--- src/rtl/neuron_sequencer_pkg.sv ---
// Shared types for the neuron layer sequencer: operand format and controller states.
package neuron_sequencer_pkg;
  localparam int FLOAT_W = 32;
  typedef logic [FLOAT_W-1:0] float_24_8;
  typedef enum logic [2:0] {IDLE, RUN, DRAIN, RESULT, FIN} state_t;
endpackage

--- src/rtl/neuron_seq_addr_gen.sv ---
// Tap index and per-neuron base address generation, with first/last tap flags.
module neuron_seq_addr_gen #(
  parameter int ADDR_W = 10
) (
  input  logic              i_clk,
  input  logic              i_rst_n,
  input  logic              i_clear,
  input  logic              i_step,
  input  logic              i_next,
  input  logic [ADDR_W-1:0] i_num_taps,
  output logic [ADDR_W-1:0] o_tap_idx,
  output logic [ADDR_W-1:0] o_tap_addr,
  output logic              o_first,
  output logic              o_last
);
  logic [ADDR_W-1:0] r_idx;
  logic [ADDR_W-1:0] r_base;

  // Base advances by an add per neuron; wraps naturally at 2^ADDR_W.
  always_ff @(posedge i_clk or negedge i_rst_n) begin
    if (!i_rst_n) begin
      r_idx  <= '0;
      r_base <= '0;
    end else if (i_clear) begin
      r_idx  <= '0;
      r_base <= '0;
    end else if (i_next) begin
      r_idx  <= '0;
      r_base <= r_base + i_num_taps;
    end else if (i_step) begin
      r_idx  <= r_idx + ADDR_W'(1);
    end
  end

  assign o_tap_idx  = r_idx;
  assign o_tap_addr = r_base + r_idx;
  assign o_first    = (r_idx == '0);
  assign o_last     = (r_idx == i_num_taps - ADDR_W'(1));
endmodule

--- src/rtl/neuron_sequencer.sv ---
// Streams a vector and per-neuron taps/bias into a shared MAC neuron, one neuron
// at a time, and returns each neuron's result on a valid/ready port.
module neuron_sequencer
  import neuron_sequencer_pkg::*;
#(
  parameter int ADDR_W     = 10,
  parameter int IDX_W      = 8,
  parameter int NEURON_LAT = 6
) (
  input  logic              i_clk,
  input  logic              i_rst_n,
  input  logic              i_start,
  input  logic [ADDR_W-1:0] i_cfg_num_taps,
  input  logic [IDX_W-1:0]  i_cfg_num_neurons,
  output logic              o_busy,
  output logic              o_done,
  output logic              o_data_rd,
  output logic [ADDR_W-1:0] o_data_addr,
  input  float_24_8         i_data_rdata,
  output logic              o_tap_rd,
  output logic [ADDR_W-1:0] o_tap_addr,
  input  float_24_8         i_tap_rdata,
  output logic [IDX_W-1:0]  o_bias_addr,
  input  float_24_8         i_bias_rdata,
  output float_24_8         o_n_data,
  output float_24_8         o_n_tap,
  output float_24_8         o_n_bias,
  output logic              o_n_valid,
  output logic              o_n_first,
  output logic              o_n_last,
  input  float_24_8         i_n_out,
  output float_24_8         o_res_data,
  output logic [IDX_W-1:0]  o_res_index,
  output logic              o_res_valid,
  input  logic              i_res_ready
);
  localparam int LAT_W = $clog2(NEURON_LAT + 1);

  state_t            r_state;
  logic [ADDR_W-1:0] r_num_taps;
  logic [IDX_W-1:0]  r_num_neurons;
  logic [IDX_W-1:0]  r_idx;
  logic [LAT_W-1:0]  r_cnt;
  logic              r_busy, r_done, r_rd;
  logic              r_n_valid, r_n_first, r_n_last;
  float_24_8         r_res_data;
  logic [IDX_W-1:0]  r_res_index;
  logic              r_res_valid;

  logic              w_accept, w_step, w_hs, w_last_neuron, w_next;
  logic [ADDR_W-1:0] w_tap_idx, w_tap_addr;
  logic              w_first, w_last;

  assign w_accept      = (r_state == IDLE) && i_start;
  assign w_step        = (r_state == RUN) && !w_last;
  assign w_hs          = (r_state == RESULT) && r_res_valid && i_res_ready;
  assign w_last_neuron = (r_idx == r_num_neurons - IDX_W'(1));
  assign w_next        = w_hs && !w_last_neuron;

  neuron_seq_addr_gen #(.ADDR_W(ADDR_W)) u_addr_gen (
    .i_clk      (i_clk),
    .i_rst_n    (i_rst_n),
    .i_clear    (w_accept),
    .i_step     (w_step),
    .i_next     (w_next),
    .i_num_taps (r_num_taps),
    .o_tap_idx  (w_tap_idx),
    .o_tap_addr (w_tap_addr),
    .o_first    (w_first),
    .o_last     (w_last)
  );

  always_ff @(posedge i_clk or negedge i_rst_n) begin
    if (!i_rst_n) begin
      r_state       <= IDLE;
      r_num_taps    <= '0;
      r_num_neurons <= '0;
      r_idx         <= '0;
      r_cnt         <= '0;
      r_busy        <= 1'b0;
      r_done        <= 1'b0;
      r_rd          <= 1'b0;
      r_n_valid     <= 1'b0;
      r_n_first     <= 1'b0;
      r_n_last      <= 1'b0;
      r_res_data    <= '0;
      r_res_index   <= '0;
      r_res_valid   <= 1'b0;
    end else begin
      r_done    <= 1'b0;
      // Memory read latency is one cycle, so qualifiers trail the strobe by one.
      r_n_valid <= r_rd;
      r_n_first <= r_rd & w_first;
      r_n_last  <= r_rd & w_last;
      case (r_state)
        IDLE: if (i_start) begin
          r_num_taps    <= i_cfg_num_taps;
          r_num_neurons <= i_cfg_num_neurons;
          r_idx         <= '0;
          r_busy        <= 1'b1;
          if (i_cfg_num_taps == '0 || i_cfg_num_neurons == '0) begin
            r_state <= FIN;
          end else begin
            r_state <= RUN;
            r_rd    <= 1'b1;
          end
        end
        RUN: if (w_last) begin
          r_rd    <= 1'b0;
          r_state <= DRAIN;
        end
        DRAIN: begin
          if (r_n_valid && r_n_last) begin
            r_cnt <= LAT_W'(NEURON_LAT);
          end else if (r_cnt == LAT_W'(1)) begin
            r_cnt       <= '0;
            r_res_data  <= i_n_out;
            r_res_index <= r_idx;
            r_res_valid <= 1'b1;
            r_state     <= RESULT;
          end else if (r_cnt != '0) begin
            r_cnt <= r_cnt - LAT_W'(1);
          end
        end
        RESULT: if (w_hs) begin
          r_res_valid <= 1'b0;
          if (w_last_neuron) begin
            r_state <= FIN;
          end else begin
            r_idx   <= r_idx + IDX_W'(1);
            r_rd    <= 1'b1;
            r_state <= RUN;
          end
        end
        FIN: begin
          r_busy  <= 1'b0;
          r_done  <= 1'b1;
          r_state <= IDLE;
        end
        default: r_state <= IDLE;
      endcase
    end
  end

  assign o_busy      = r_busy;
  assign o_done      = r_done;
  assign o_data_rd   = r_rd;
  assign o_tap_rd    = r_rd;
  assign o_data_addr = w_tap_idx;
  assign o_tap_addr  = w_tap_addr;
  assign o_bias_addr = r_idx;
  // Operands are gated so the neuron never sees stale read data.
  assign o_n_data    = r_n_valid ? i_data_rdata : '0;
  assign o_n_tap     = r_n_valid ? i_tap_rdata  : '0;
  assign o_n_bias    = r_n_valid ? i_bias_rdata : '0;
  assign o_n_valid   = r_n_valid;
  assign o_n_first   = r_n_first;
  assign o_n_last    = r_n_last;
  assign o_res_data  = r_res_data;
  assign o_res_index = r_res_index;
  assign o_res_valid = r_res_valid;
endmodule
--- config.mk ---
export PLATFORM = sky130hd
export DESIGN_NAME = neuron_sequencer
export DESIGN_NICKNAME = d
export VERILOG_FILES = /design/src/rtl/neuron_sequencer_pkg.sv /design/src/rtl/neuron_seq_addr_gen.sv /design/src/rtl/neuron_sequencer.sv
export SDC_FILE = /design/constraint.sdc
export NUM_CORES = 1
export LEC_CHECK = 0
export CORE_MARGIN = 4
export CORE_UTILIZATION = 44
export DETAILED_ROUTE_END_ITERATION = 8
export MAX_ROUTING_LAYER = met4
export PLACE_DENSITY = 0.9
export REMOVE_ABC_BUFFERS = 1
export SLEW_MARGIN = 20
export SYNTH_ARGS = -nofsm -noshare
export SYNTH_HDL_FRONTEND = slang
export SYNTH_SLANG_ARGS = --single-unit
--- constraint.sdc ---
create_clock -name i_clk -period 4.9 [get_ports i_clk]
set_input_delay 1.47 -clock i_clk [delete_from_list [all_inputs] [get_ports i_clk]]
set_output_delay 1.47 -clock i_clk [all_outputs]
set_load 0.05 [all_outputs]
==> impl_metrics.tcl <==
set metrics [dict create \
    status "finished, final reports clean" \
    power_leakage_nw 4.23 \
    fillers 1004 \
    ir_drop_mv 0.180 \
    grt_max_degree 63 \
    syn_area_per_cell_um2 9.49 \
    arrival_ns 3.25 \
    yosysTopAreaCell "dfrtp_1" \
    power.density_nw_per_um2 195 \
    yosysUniqueCellTypes 65 \
    r2r-start "r_num_neurons[0]" \
    synth_edf_count 0 \
    wl_per_cell_um 20.4 \
    yosysSeqAreaShare_pct 40.1 \
    grt_pass1_wl_um 35200 \
    setup_viol 0 \
    first_pass_iters 6 \
    hold_path_class "reg -> reg" \
    synth_top_cell_area_share_pct 40.1 \
    drc 0 \
    cp.required_ns 3.43 \
    reg2reg_to "u_addr_gen.o_tap_idx[9]" \
    h-tree-depth 3 \
    routabilityCongestion 0.861 \
    drive_gt1_share_pct 9.93 \
    crit_buf_inv 3 \
    ys_warn_count 0 \
    whs_endpoint "r_num_neurons[7]" \
    cts_buffer_depth 2 \
    place_ws_ns 0.400 \
    cts_root_buffer "clkbuf_16" \
    grt_usage_pct 29.1 \
    layout.nets 1140 \
    grt_pass1_vias 5882 \
    finalCriticalPeriod_ns 4.72 \
    antenna_found_initial 1 \
    max_slew_margin_pct 31.6 \
    placed_area_um2 9530 \
    final_area_um2 9830 \
    synth-seq-cells 99 \
    worstMarginPinSlew_ns 1.02 \
    synth_cells 651 \
    die_h_um 127 \
    worstPathCellList "ha_1, inv_1, fa_1, inv_1, a21oi_1, o21bai_1, a21o_1, a21oi_1, o21ai_0, xor2_1, clkdlybuf4s50_1" \
    path_delay_family "buffers and inverters" \
    netlist_area_um2 6180 \
    drt_iter0_markers 397 \
    die_x_um 127 \
    num_vias 6136 \
    synthToLayoutAreaGrowth_pct 59.2 \
    vias_per_cell 5.34 \
    worstSkewPairLatency_ns 0.35 \
    hold_depth 2 \
    final_max_slew_viol_count 0 \
    ys_async_sr_fraction_pct 100 \
    row_count 43 \
    hold_viol 0 \
    critPathMaxStageDelay_ns 0.82 \
    port_buffers 321 \
    grt-ovfl-total 0 \
    ys.flop_type "dfrtp_1" \
    worstHoldStart "r_num_neurons[7]" \
    synth_area_leaders "dfrtp_1 (40%), and2_1 (10%), mux2_2 (7.5%), nand2_1 (5.4%), ha_1 (5.3%)" \
    cts.clk_slew.worst_paths_ns 0.07 \
    ctsHoldBuffers 0 \
    core_area_um2 13800 \
    cts.sinks 99 \
    cts_resized 0 \
    cts_tree "built" \
    rsz0062_at_grt "no" \
    dieArea_um2 16000 \
    cp_slowest_cell "clkdlybuf4s50_1" \
    maxCapViolCount 0 \
    critPathMaxFanout 2 \
    reg2reg_depth 10 \
    critical_path_class "reg -> out" \
    ant_nets 0 \
    startpoint "u_addr_gen.o_tap_idx[0]" \
    post_cts_buffers 0 \
    cts_buffers 9 \
    cp-start-kind "flip-flop" \
    ios 322 \
    place_hpwl_um 18300 \
    fmax_ghz 0.212 \
    finalSetupTns_ns 0 \
    period_share_pct 96.3 \
    r2r_slack_ns 1.79 \
    setup.worst_path.end_class "output pin" \
    clock_skew_ns 0.00790 \
    start_util_pct 44.7 \
    wirelength_um 23500 \
    fin_ws_ns 0.179 \
]
-- metrics by stage --
stage               power (mW)  utilization, %  std cells  hold WS (ns)
floorplan                 1.00               -        619         0.465
global placement          1.19            68.9       1131         0.486
detailed placement        1.20            68.9       1131         0.488
CTS                       1.93            71.1       1147         0.503
global route              1.99            71.1       1148         0.516
finish                    1.92            71.1       1148         0.499
-- how the worst max path moves through the flow --
stage	endpoint	slack [ns]	depth (start not counted)
finish	o_tap_addr[8]	0.18	11
global route	o_tap_addr[8]	0.02	11
CTS	o_tap_addr[8]	0.16	11
floorplan	o_tap_addr[7]	0.50	7
detailed placement	o_n_bias[6]	0.40	3
global placement	o_n_bias[6]	0.37	3
-- report_power, final --
group / total [mW] / switching (mW) / leakage, nW / internal (mW)
Combinational: 0.317 / 0.145 / 2.84 / 0.172
Clock: 0.730 / 0.315 / 0.148 / 0.415
Sequential: 0.869 / 0.0285 / 1.23 / 0.841
-- per-layer routing --
metal	track usage (%)	wire (um)	vias to the layer above
li1	-	-	2868
met1	35.1	9560	3014
met2	51.4	12300	236
met3	5.56	1280	18
met4	4.86	286	0
met5	-	0	-
-- worst register-to-register path, cell delays in order (launching register included) --
cell and delay, ns:
dfrtp_1 0.43, inv_1 0.10, ha_1 0.25, or3b_1 0.36, a211o_1 0.31, a211oi_2 0.26
a31oi_2 0.13, buf_4 0.25, nor2_4 0.37, or4b_1 0.49, nand2_1 0.10
-- logic make-up after synthesis --
logic type                 Yosys count  share of synthesized area [%]
adders and majority gates           28                           5.91
buffers and inverters               58                           3.89
and+or+nand+nor                    285                           25.2
xor gates and xnor gates            43                           6.10
muxes                               49                           8.77
DFF                                 99                           40.1
AOI/OAI and AO/OA                   89                           10.1
-- flip-flops by register name (all words and copies together), names as in the netlist, 3 cells and up --
name	cells
r_num_taps	10
r_cnt	3
o_res_data	32
r_state	3
r_num_neurons	8
u_addr_gen.r_base	10
o_bias_addr	8
o_res_index	8
u_addr_gen.o_tap_idx	10
-- area by class of cell --
| cell class | instances | area (um^2) | area share, % |
|---|---|---|---|
| inverters | 26 | 97.6 | 0.992 |
| repair buffers | 332 | 3260 | 33.1 |
| diodes | 1 | 2.50 | 0.0254 |
| flip-flops and latches | 99 | 2480 | 25.2 |
| clock buffers | 12 | 246 | 2.51 |
| well taps | 180 | 225 | 2.29 |
| multi-input cells | 494 | 3470 | 35.3 |
| clock inverters | 4 | 56.3 | 0.573 |
-- cell usage in the layout, fill, tap and decap left out, types with 6 or more instances in the layout --
| master | instances |
|---|---|
| mux2i_1 | 8 |
| xor2_1 | 19 |
| dfrtp_1 | 98 |
| a21oi_1 | 14 |
| clkdlybuf4s50_1 | 306 |
| nor3_1 | 12 |
| or3_1 | 6 |
| nor4_1 | 6 |
| and2_1 | 101 |
| clkbuf_16 | 9 |
| nand2_1 | 89 |
| xnor2_1 | 24 |
| mux2_2 | 41 |
| buf_4 | 26 |
| o21ai_0 | 24 |
| ha_1 | 26 |
| nor2_1 | 20 |
| o211ai_1 | 9 |
| a21o_1 | 6 |
| nand3_1 | 11 |
| inv_1 | 26 |
-- synth_stat cells (all sizes together) (7+ instances only) --
cell type  number
clkbuf         22
buf            10
nand3          11
nor4            7
ha             26
xor2           19
xnor2          24
a21oi          14
mux2           41
nand2          89
mux2i           8
nor3           12
inv            26
and2          101
nor2           22
dfrtp          99
o211ai          9
o21ai          25
Power figures use the tool's default switching activity.
